[src/rtl/fp_mult_pipe.sv]
// Multi-lane IEEE-754 single-precision multiplier pipeline.
// Stage 1 unpacks and classifies, stage 2 forms the 48-bit mantissa product,
// stage 3 normalises, rounds to nearest-even and packs, then LATENCY-3 plain
// delay stages follow. Denormal inputs are treated as zero and tiny results
// flush to signed zero. A single ena advances or freezes the whole pipeline.
module fp_mult_pipe #(
    parameter int unsigned LANES   = 1,
    parameter int unsigned LATENCY = 4,
    parameter int unsigned TAG_W   = 8
) (
    input  logic                  clk,
    input  logic                  rst,
    input  logic                  ena,
    input  logic                  in_valid,
    input  logic [32*LANES-1:0]   in_ay,
    input  logic [32*LANES-1:0]   in_az,
    input  logic [LANES-1:0]      in_neg,
    input  logic [TAG_W-1:0]      in_tag,
    output logic                  out_valid,
    output logic [32*LANES-1:0]   result,
    output logic [TAG_W-1:0]      out_tag
);

    // Stage-3 register plus the extra output delay stages form one chain.
    localparam int unsigned DLY = (LATENCY >= 3) ? LATENCY - 2 : 1;

    if (LATENCY < 3 || LATENCY > 8) begin : g_latency_check
        $error("fp_mult_pipe: LATENCY must be in the range 3..8");
    end

    typedef enum logic [1:0] {
        ClsNorm,
        ClsNan,
        ClsInf,
        ClsZero
    } cls_e;

    // Special-case class of a product, in NaN > Inf*0 > Inf > zero priority.
    function automatic cls_e classify(input logic [31:0] a, input logic [31:0] b);
        logic a_nan, b_nan, a_inf, b_inf, a_zero, b_zero;
        cls_e cls;
        a_nan  = (a[30:23] == 8'hFF) && (a[22:0] != 23'd0);
        b_nan  = (b[30:23] == 8'hFF) && (b[22:0] != 23'd0);
        a_inf  = (a[30:23] == 8'hFF) && (a[22:0] == 23'd0);
        b_inf  = (b[30:23] == 8'hFF) && (b[22:0] == 23'd0);
        // Exponent zero covers both true zero and denormals.
        a_zero = (a[30:23] == 8'h00);
        b_zero = (b[30:23] == 8'h00);
        if (a_nan || b_nan) begin
            cls = ClsNan;
        end else if ((a_inf && b_zero) || (a_zero && b_inf)) begin
            cls = ClsNan;
        end else if (a_inf || b_inf) begin
            cls = ClsInf;
        end else if (a_zero || b_zero) begin
            cls = ClsZero;
        end else begin
            cls = ClsNorm;
        end
        return cls;
    endfunction

    // Normalise, round to nearest-even, detect overflow/underflow and pack.
    function automatic logic [31:0] round_pack(input logic              sign,
                                               input logic signed [9:0] exp_in,
                                               input logic [47:0]       prod,
                                               input cls_e              cls);
        logic [23:0]        mant;
        logic               guard;
        logic               sticky;
        logic               rnd;
        logic [24:0]        mant_r;
        logic signed [9:0]  exp_n;
        logic [22:0]        frac;
        logic [31:0]        res;
        if (prod[47]) begin
            mant   = prod[47:24];
            guard  = prod[23];
            sticky = |prod[22:0];
            exp_n  = exp_in + 10'sd1;
        end else begin
            mant   = prod[46:23];
            guard  = prod[22];
            sticky = |prod[21:0];
            exp_n  = exp_in;
        end
        rnd    = guard & (sticky | mant[0]);
        mant_r = {1'b0, mant} + {24'd0, rnd};
        // Rounding carry-out leaves 1.000..0 one binade up.
        if (mant_r[24]) begin
            exp_n = exp_n + 10'sd1;
            frac  = mant_r[23:1];
        end else begin
            frac  = mant_r[22:0];
        end
        case (cls)
            ClsNan:  res = 32'h7FC0_0000;
            ClsInf:  res = {sign, 8'hFF, 23'd0};
            ClsZero: res = {sign, 31'd0};
            default: begin
                if (exp_n >= 10'sd255) begin
                    res = {sign, 8'hFF, 23'd0};
                end else if (exp_n <= 10'sd0) begin
                    res = {sign, 31'd0};
                end else begin
                    res = {sign, exp_n[7:0], frac};
                end
            end
        endcase
        return res;
    endfunction

    // Stage 1 state
    logic                 s1_valid_q, s1_valid_d;
    logic [TAG_W-1:0]     s1_tag_q, s1_tag_d;
    logic                 s1_sign_q [LANES];
    logic                 s1_sign_d [LANES];
    logic signed [9:0]    s1_exp_q  [LANES];
    logic signed [9:0]    s1_exp_d  [LANES];
    logic [23:0]          s1_ma_q   [LANES];
    logic [23:0]          s1_ma_d   [LANES];
    logic [23:0]          s1_mb_q   [LANES];
    logic [23:0]          s1_mb_d   [LANES];
    cls_e                 s1_cls_q  [LANES];
    cls_e                 s1_cls_d  [LANES];

    // Stage 2 state
    logic                 s2_valid_q, s2_valid_d;
    logic [TAG_W-1:0]     s2_tag_q, s2_tag_d;
    logic                 s2_sign_q [LANES];
    logic                 s2_sign_d [LANES];
    logic signed [9:0]    s2_exp_q  [LANES];
    logic signed [9:0]    s2_exp_d  [LANES];
    logic [47:0]          s2_prod_q [LANES];
    logic [47:0]          s2_prod_d [LANES];
    cls_e                 s2_cls_q  [LANES];
    cls_e                 s2_cls_d  [LANES];

    // Stage 3 and output delay chain; entry DLY-1 drives the ports.
    logic                 dly_valid_q [DLY];
    logic                 dly_valid_d [DLY];
    logic [32*LANES-1:0]  dly_res_q   [DLY];
    logic [32*LANES-1:0]  dly_res_d   [DLY];
    logic [TAG_W-1:0]     dly_tag_q   [DLY];
    logic [TAG_W-1:0]     dly_tag_d   [DLY];

    // Stage 1: unpack operands, compute sign and biased exponent sum, classify.
    always_comb begin
        s1_valid_d = in_valid;
        s1_tag_d   = in_tag;
        for (int unsigned i = 0; i < LANES; i++) begin
            s1_sign_d[i] = in_ay[32*i+31] ^ in_az[32*i+31] ^ in_neg[i];
            s1_exp_d[i]  = $signed({2'b00, in_ay[32*i+23 +: 8]})
                         + $signed({2'b00, in_az[32*i+23 +: 8]}) - 10'sd127;
            s1_ma_d[i]   = {1'b1, in_ay[32*i +: 23]};
            s1_mb_d[i]   = {1'b1, in_az[32*i +: 23]};
            s1_cls_d[i]  = classify(in_ay[32*i +: 32], in_az[32*i +: 32]);
        end
    end

    // Stage 2: full 24x24 mantissa product; other fields pass through.
    always_comb begin
        s2_valid_d = s1_valid_q;
        s2_tag_d   = s1_tag_q;
        for (int unsigned i = 0; i < LANES; i++) begin
            s2_sign_d[i] = s1_sign_q[i];
            s2_exp_d[i]  = s1_exp_q[i];
            s2_prod_d[i] = {24'd0, s1_ma_q[i]} * {24'd0, s1_mb_q[i]};
            s2_cls_d[i]  = s1_cls_q[i];
        end
    end

    // Stage 3 round/pack into the head of the delay chain, then shift along.
    always_comb begin
        dly_valid_d[0] = s2_valid_q;
        dly_tag_d[0]   = s2_tag_q;
        dly_res_d[0]   = '0;
        for (int unsigned i = 0; i < LANES; i++) begin
            dly_res_d[0][32*i +: 32] = round_pack(s2_sign_q[i], s2_exp_q[i],
                                                  s2_prod_q[i], s2_cls_q[i]);
        end
        for (int unsigned k = 1; k < DLY; k++) begin
            dly_valid_d[k] = dly_valid_q[k-1];
            dly_tag_d[k]   = dly_tag_q[k-1];
            dly_res_d[k]   = dly_res_q[k-1];
        end
    end

    // All stage registers: reset wins over ena, ena=0 holds everything.
    always_ff @(posedge clk) begin
        if (rst) begin
            s1_valid_q <= 1'b0;
            s1_tag_q   <= '0;
            s2_valid_q <= 1'b0;
            s2_tag_q   <= '0;
            for (int unsigned i = 0; i < LANES; i++) begin
                s1_sign_q[i] <= 1'b0;
                s1_exp_q[i]  <= '0;
                s1_ma_q[i]   <= '0;
                s1_mb_q[i]   <= '0;
                s1_cls_q[i]  <= ClsNorm;
                s2_sign_q[i] <= 1'b0;
                s2_exp_q[i]  <= '0;
                s2_prod_q[i] <= '0;
                s2_cls_q[i]  <= ClsNorm;
            end
            for (int unsigned k = 0; k < DLY; k++) begin
                dly_valid_q[k] <= 1'b0;
                dly_tag_q[k]   <= '0;
                dly_res_q[k]   <= '0;
            end
        end else if (ena) begin
            s1_valid_q <= s1_valid_d;
            s1_tag_q   <= s1_tag_d;
            s2_valid_q <= s2_valid_d;
            s2_tag_q   <= s2_tag_d;
            for (int unsigned i = 0; i < LANES; i++) begin
                s1_sign_q[i] <= s1_sign_d[i];
                s1_exp_q[i]  <= s1_exp_d[i];
                s1_ma_q[i]   <= s1_ma_d[i];
                s1_mb_q[i]   <= s1_mb_d[i];
                s1_cls_q[i]  <= s1_cls_d[i];
                s2_sign_q[i] <= s2_sign_d[i];
                s2_exp_q[i]  <= s2_exp_d[i];
                s2_prod_q[i] <= s2_prod_d[i];
                s2_cls_q[i]  <= s2_cls_d[i];
            end
            for (int unsigned k = 0; k < DLY; k++) begin
                dly_valid_q[k] <= dly_valid_d[k];
                dly_tag_q[k]   <= dly_tag_d[k];
                dly_res_q[k]   <= dly_res_d[k];
            end
        end
    end

    assign out_valid = dly_valid_q[DLY-1];
    assign result    = dly_res_q[DLY-1];
    assign out_tag   = dly_tag_q[DLY-1];

endmodule

[config.mk]
export PLATFORM = sky130hd
export DESIGN_NAME = fp_mult_pipe
export DESIGN_NICKNAME = d
export VERILOG_FILES = /design/src/rtl/fp_mult_pipe.sv
export SDC_FILE = /design/constraint.sdc
export NUM_CORES = 2
export LEC_CHECK = 0
export CORE_MARGIN = 10
export CORE_UTILIZATION = 46
export CTS_CLUSTER_DIAMETER = 40
export DETAILED_ROUTE_END_ITERATION = 10
export DONT_BUFFER_PORTS = 1
export GPL_ROUTABILITY_DRIVEN = 0
export PLACE_DENSITY = 0.73
export SLEW_MARGIN = 0
export SYNTH_ARGS = -nofsm -noshare
export SYNTH_HDL_FRONTEND = slang
export SYNTH_SLANG_ARGS = --single-unit
[constraint.sdc]
create_clock -name clk -period 11 [get_ports clk]
set_input_delay 2.2 -clock clk [delete_from_list [all_inputs] [get_ports clk]]
set_output_delay 2.2 -clock clk [all_outputs]
set_load 0.02 [all_outputs]
# Yosys cells after proc, flatten, opt, wreduce, memory -nomap -nowiden
# Memories as Yosys holds them, arrays and structs flattened.
# Cells that the tools add are included.
totals:
  word_cells: 108
  input_bits: 77
  register_bits: 18
  n_memories: 12
  out_inout_bits: 41
  ram_bits: 204
memory_table:
  columns: ["memory", "depth", "width", "read_ports", "rd_ports_with_merged_regs", "wr", "line_no", "rtl"]
  rows:
  - ["dly_res_q", 2, 32, 2, 0, 2, "142", "logic [32*LANES-1:0] dly_res_q [DLY];"]
  - ["s2_prod_q", 1, 48, 1, 0, 1, "134", "logic [47:0] s2_prod_q [LANES];"]
  - ["s1_ma_q", 1, 24, 1, 0, 1, "120", "logic [23:0] s1_ma_q [LANES];"]
  - ["s1_mb_q", 1, 24, 1, 0, 1, "122", "logic [23:0] s1_mb_q [LANES];"]
  - ["dly_tag_q", 2, 8, 2, 0, 2, "144", "logic [TAG_W-1:0] dly_tag_q [DLY];"]
  - ["s1_exp_q", 1, 10, 1, 0, 1, "118", "logic signed [9:0] s1_exp_q [LANES];"]
  - ["+6 memories", null, null, null, null, null, null, null]
op_classes:
  multipliers: 1
  bitwise_logic: 10
  add_sub_neg: 5
  reduce_logical: 27
  magnitude_cmp: 2
  n_eq_ne: 5
  muxes: 42
ops:
  columns: ["cell", "count"]
  rows:
  - ["one-hot mux 32 bit (3 select lines)", 1]
  - ["two-way mux 24 bit", 3]
  - ["two-way mux 32 bit", 2]
  - ["two-way mux 31 bit", 2]
  - ["multiplier 24 x 24 -> 48 bit", 1]
  - ["two-way mux 48 bit", 1]
  - ["OR reduction 24 bit", 2]
  - ["OR reduction 48 bit", 1]
  - ["zero test 23 bit", 2]
  - ["nonzero test 23 bit", 2]
  - ["two-way mux 10 bit", 4]
  - ["adder 24 x 1 -> 25 bit", 1]
  - ["two-way mux 23 bit", 1]
  - ["OR reduction 23 bit", 1]
  - ["OR reduction 22 bit", 1]
  - ["adder 10 x 2 -> 10 bit, second input constant", 2]
  - ["two-way mux 1 bit", 20]
  - ["OR reduction 10 bit", 2]
  - ["equality test 8 bit, second input constant", 2]
  - ["zero test 8 bit", 2]
  - ["two-way mux 8 bit", 2]
  - ["two-way mux 2 bit", 6]
  - [">= comparator 10 x 9 -> 1 bit, second input constant", 1]
  - ["<= comparator 10 x 1 -> 1 bit, second input constant", 1]
  - ["other kinds (11)", 29]

# Logic depth before layout (Yosys ltp)
# An unclocked memory read counts as a cell.
depth:
  word_depth: 12
  ltp_mapped: 27

# Worst setup path before layout
# No wires, ideal clock.
synth_path:
  path_kind: "flip-flop to flip-flop"
  start: "memory s1_mb_q[0][3]"
  end: "memory s2_prod_q[0][46], data pin"
  arrival_ps: 6412
  t_required_ps: 10727
  path_stages_with_launch: 28
  slack_ps: 4314
  period_less_slack_ps: 6686
  cell_sequence: "edfxtp_1 clkbuf_1 nand2_1 fa_1 inv_1 fa_1 inv_1 fa_1 inv_1 fa_1 inv_1 fa_1 inv_1 fa_1 inv_1 fa_1 inv_1 ha_1 clkbuf_1 nand2_1 o211ai_1 a21oi_1 a31oi_1 nor3_1 o21bai_1 a21boi_1 mux2i_1 o211ai_1"
synth_via:
  elab_chain_len: 3
synth_lines:
  columns: ["element", "line_no", "rtl"]
  rows:
  - ["start: declaration", "122", null]
  - ["memory (1 x 24 bit)", null, null]
  - ["multiplier 24 x 24 -> 48 bit", "168", "s2_prod_d[i] = {24'd0, s1_ma_q[i]} * {24'd0, s1_mb_q[i]};"]
  - ["two-way mux 48 bit (no line)", null, null]
  - ["end: declaration", "134", null]
# Every way passes these cells.

# Worst setup path after layout
layout_path:
  start: "memory s1_ma_q[0][10]"
  end: "memory s2_prod_q[0][42], data pin"
layout_via:
  elab_chain_len: 3
layout_lines:
  columns: ["element", "line_no"]
  rows:
  - ["start: declaration", "120"]
  - ["memory (1 x 24 bit)", null]
  - ["multiplier 24 x 24 -> 48 bit", "168"]
  - ["two-way mux 48 bit (no line)", null]
# Every way passes these cells.

==> run_results.csv <==
group,metric,value,unit
clock_tree,cts-hold-fix-buffers,0,
sta,slew_violations,0,
clock_tree,clkLatencyLatePin,0.57,ns
routing,wl,69.7,mm
placed_design,portBuffers,0,
worst_setup_path,crit_type,"flop to flop",
die,initial_core_util,46.5,%
routing,vias_per_cell,5.35,
synth,synth_area_leaders,"fa_1 33%, edfxtp_1 21%, and2_1 9.0%",
sta,grt_setup_unrepaired,"false",
synth,ys_seq_elements,221,
cells_and_area,final_cell_area,31000,sq um
cells_and_area,syn_to_final_growth,5.40,%
global_routing,grt_pass1_wl,115,mm
cells_and_area,utilization,49.0,%
min_path,hold_class,"flop to flop",
synth,synth.avg_cell_area,9.74,sq um
synth,ys.flop_type,"edfxtp_1",
sta,min_period,7.94,ns
routing,dr.pass1.iters,5,
sta,hold_viol,0,
power_and_ir_drop,p_int,3910,uW
routing,drt_iter0_drc,1580,
power_and_ir_drop,power.density,254,nW/um^2
sta,fin_setup_tns,0,ns
cells_and_area,fin_nets,3672,
global_routing,grt_max_degree,80,
sta,fin_crit_sh,72.2,%
power_and_ir_drop,total_switching_power,3960,uW
die,fp.dieArea,74400,sq um
placed_design,dp_hpwl,52.8,mm
job,maxCapViolCount,0,
cells_and_area,drive_gt1_share,3.44,%
sta,relSlewSlack,17.4,%
synth,async_flop_share,0,%
synth,synth_fp_nets,3773,
global_routing,overflow,0,
sta,worst_pin_slew,1.24,ns
placed_design,place_area,30000,sq um
power_and_ir_drop,power_leakage,0.0144,uW
die,die_w,273,um
worst_setup_path,crit_required,11.38,ns
global_routing,grt_pass1_vias,21500,
synth,netlist_instances,3017,
sta,skew,0.0286,ns
routing,drc,0,
clock_tree,cts_max_path_buffers,3,
synth,synth_common_cells,"562 x inv_1, 483 x fa_1, 421 x and2_1",
sta,max_freq,126,MHz
synth,syn-cell-area,29400,sq um
power_and_ir_drop,combinationalPowerShare,72.5,%
worst_setup_path,crit_path_end_kind,"flop",
status,status,"finished, final reports clean",
sta,finalSetupViolCount,0,
power_and_ir_drop,ir_drop,0.394,mV
power_and_ir_drop,power.share.sequential,15.9,%
routing,via_count,20200,
clock_tree,cts_buffers,28,
die,rows,92,
synth,yosysUniqueCellTypes,67,
synth,ys_seq_area_share,22.0,%
die,core_area,63200,sq um
synth,yosysWarnings,0,
clock_tree,cts_resized,0,
worst_setup_path,worstPathArrival,8.32,ns
synth,synth_top_area_share,32.9,%
power_and_ir_drop,p_clk_share,11.6,%
synth,yosysMostFrequentCell,"inv_1",
global_routing,antenna_found_initial,2,
worst_setup_path,cp-start-kind,"flop",
global_routing,grt_use_total,19.1,%
clock_tree,ctsHtreeMaxLevel,1,
power_and_ir_drop,p_sw_share,50.3,%
synth,synth-edff-count,203,
clock_tree,cts_num_sinks,221,
die,io_pins,118,
routing,wire_per_inst,18.4,um
sta,worst_hold_slack,0.481,ns
clock_tree,cts_setup_buffers,0,
die,die_h,273,um
clock_tree,cts_tree,"built",
clock_tree,clk_pin_slew,0.06,ns
routing,antenna_left,0,
worst_setup_path,cp_max_fo,24,
synth,synth_top_area_cell,"fa_1",
clock_tree,cts_root_buf,"clkbuf_16",
area by class of cell:
| cell class | count | area, sq um |
|---|---|---|
| Inverter | 562 | 2110 |
| Sequential cell | 221 | 6460 |
| Clock buffer | 29 | 704 |
| Timing Repair Buffer | 26 | 195 |
| Tap cell | 846 | 1060 |
| Fill cell | 5674 | 32200 |
| Multi-Input combinational cell | 2077 | 20200 |
| Clock inverter | 23 | 233 |
| Antenna cell | 2 | 5.00 |
final timing paths:
kind                       start               end  slack, ns  cells after the start
hold / removal       s2_tag_q[0]       s2_tag_q[0]       0.48                      2
setup reg to reg  s1_ma_q[0][10]  s2_prod_q[0][42]       3.06                     23
hold reg to reg      s2_tag_q[0]       s2_tag_q[0]       0.48                      2
setup / recovery  s1_ma_q[0][10]  s2_prod_q[0][42]       3.06                     23
power groups by stage:
stage               Clock (uW)  Sequential, uW  Combinational, uW
floorplan                    0            1160               4290
global placement             0            1260               5550
detailed placement           0            1260               5620
CTS                        930            1250               5670
global route               966            1270               6440
finish                     915            1250               5700
state kept, by name (all words and copies together), names as in the netlist, 2 cells and up:
signal       count
s1_ma_q         24
s1_cls_q         2
dly_tag_q       16
s1_tag_q         8
s2_tag_q         8
s2_exp_q        10
s1_mb_q         23
dly_res_q       64
dly_valid_q      2
s2_cls_q         2
s2_prod_q       48
s1_exp_q        10
per-stage QoR:
step                      worst slack [ns]  power [uW]  instances
after floorplan                       4.31        5460       3017
after global placement                3.22        6820       3732
after detailed placement              3.18        6880       3732
after CTS                             3.15        7850       3784
after global routing                  2.59        8670       3784
final                                 3.06        7870       3786
routing by layer:
| layer | vias to the layer above | share of wire, % | GRT usage [%] |
|---|---|---|---|
| met4 | 4 | 4.3 | 7.28 |
| met1 | 10200 | 41 | 24.7 |
| met3 | 168 | 7.8 | 3.92 |
| met2 | 711 | 47 | 31.3 |
| li1 | 9160 | - | - |
| met5 | - | 0.042 | 0 |
cells in the final DEF, fill, tap and decap left out, types with 14 or more instances in the layout:
cell type	instances
nand2_1	347
and2_1	421
xor2_1	45
nor4_1	18
buf_4	26
nand4_1	26
nor2_1	112
a21o_1	35
fa_1	483
ha_1	196
o21ai_0	30
inv_1	561
clkbuf_16	28
mux2i_1	37
nor3_1	21
a31oi_1	14
xnor2_1	46
nand3_1	36
a21oi_1	71
edfxtp_1	203
dfxtp_1	18
kinds of logic after synthesis:
family / count (synthesis) / share of synthesized area [%]
compound gates: 212 / 4.56
xor+xnor: 91 / 2.71
fa+ha+maj: 679 / 41.3
buf+inv: 719 / 9.28
flops: 221 / 22.0
mux: 42 / 1.47
simple gates: 1053 / 18.7
critical path, cell delays in order, from the launching register on:
cell      delay (ns)
edfxtp_1        1.12
nand2_1         0.18
fa_1            0.56
inv_1           0.05
fa_1            0.47
inv_1           0.05
fa_1            0.53
inv_1           0.05
fa_1            0.40
fa_1            0.48
fa_1            0.54
inv_1           0.05
fa_1            0.53
inv_1           0.06
ha_1            0.37
a21oi_1         0.21
o211ai_1        0.14
a21oi_1         0.23
a31oi_1         0.20
nor3_1          0.49
o21bai_1        0.18
a21boi_1        0.35
o21ai_0         0.20
mux2i_1         0.28
(Power assumes the default switching activity.)
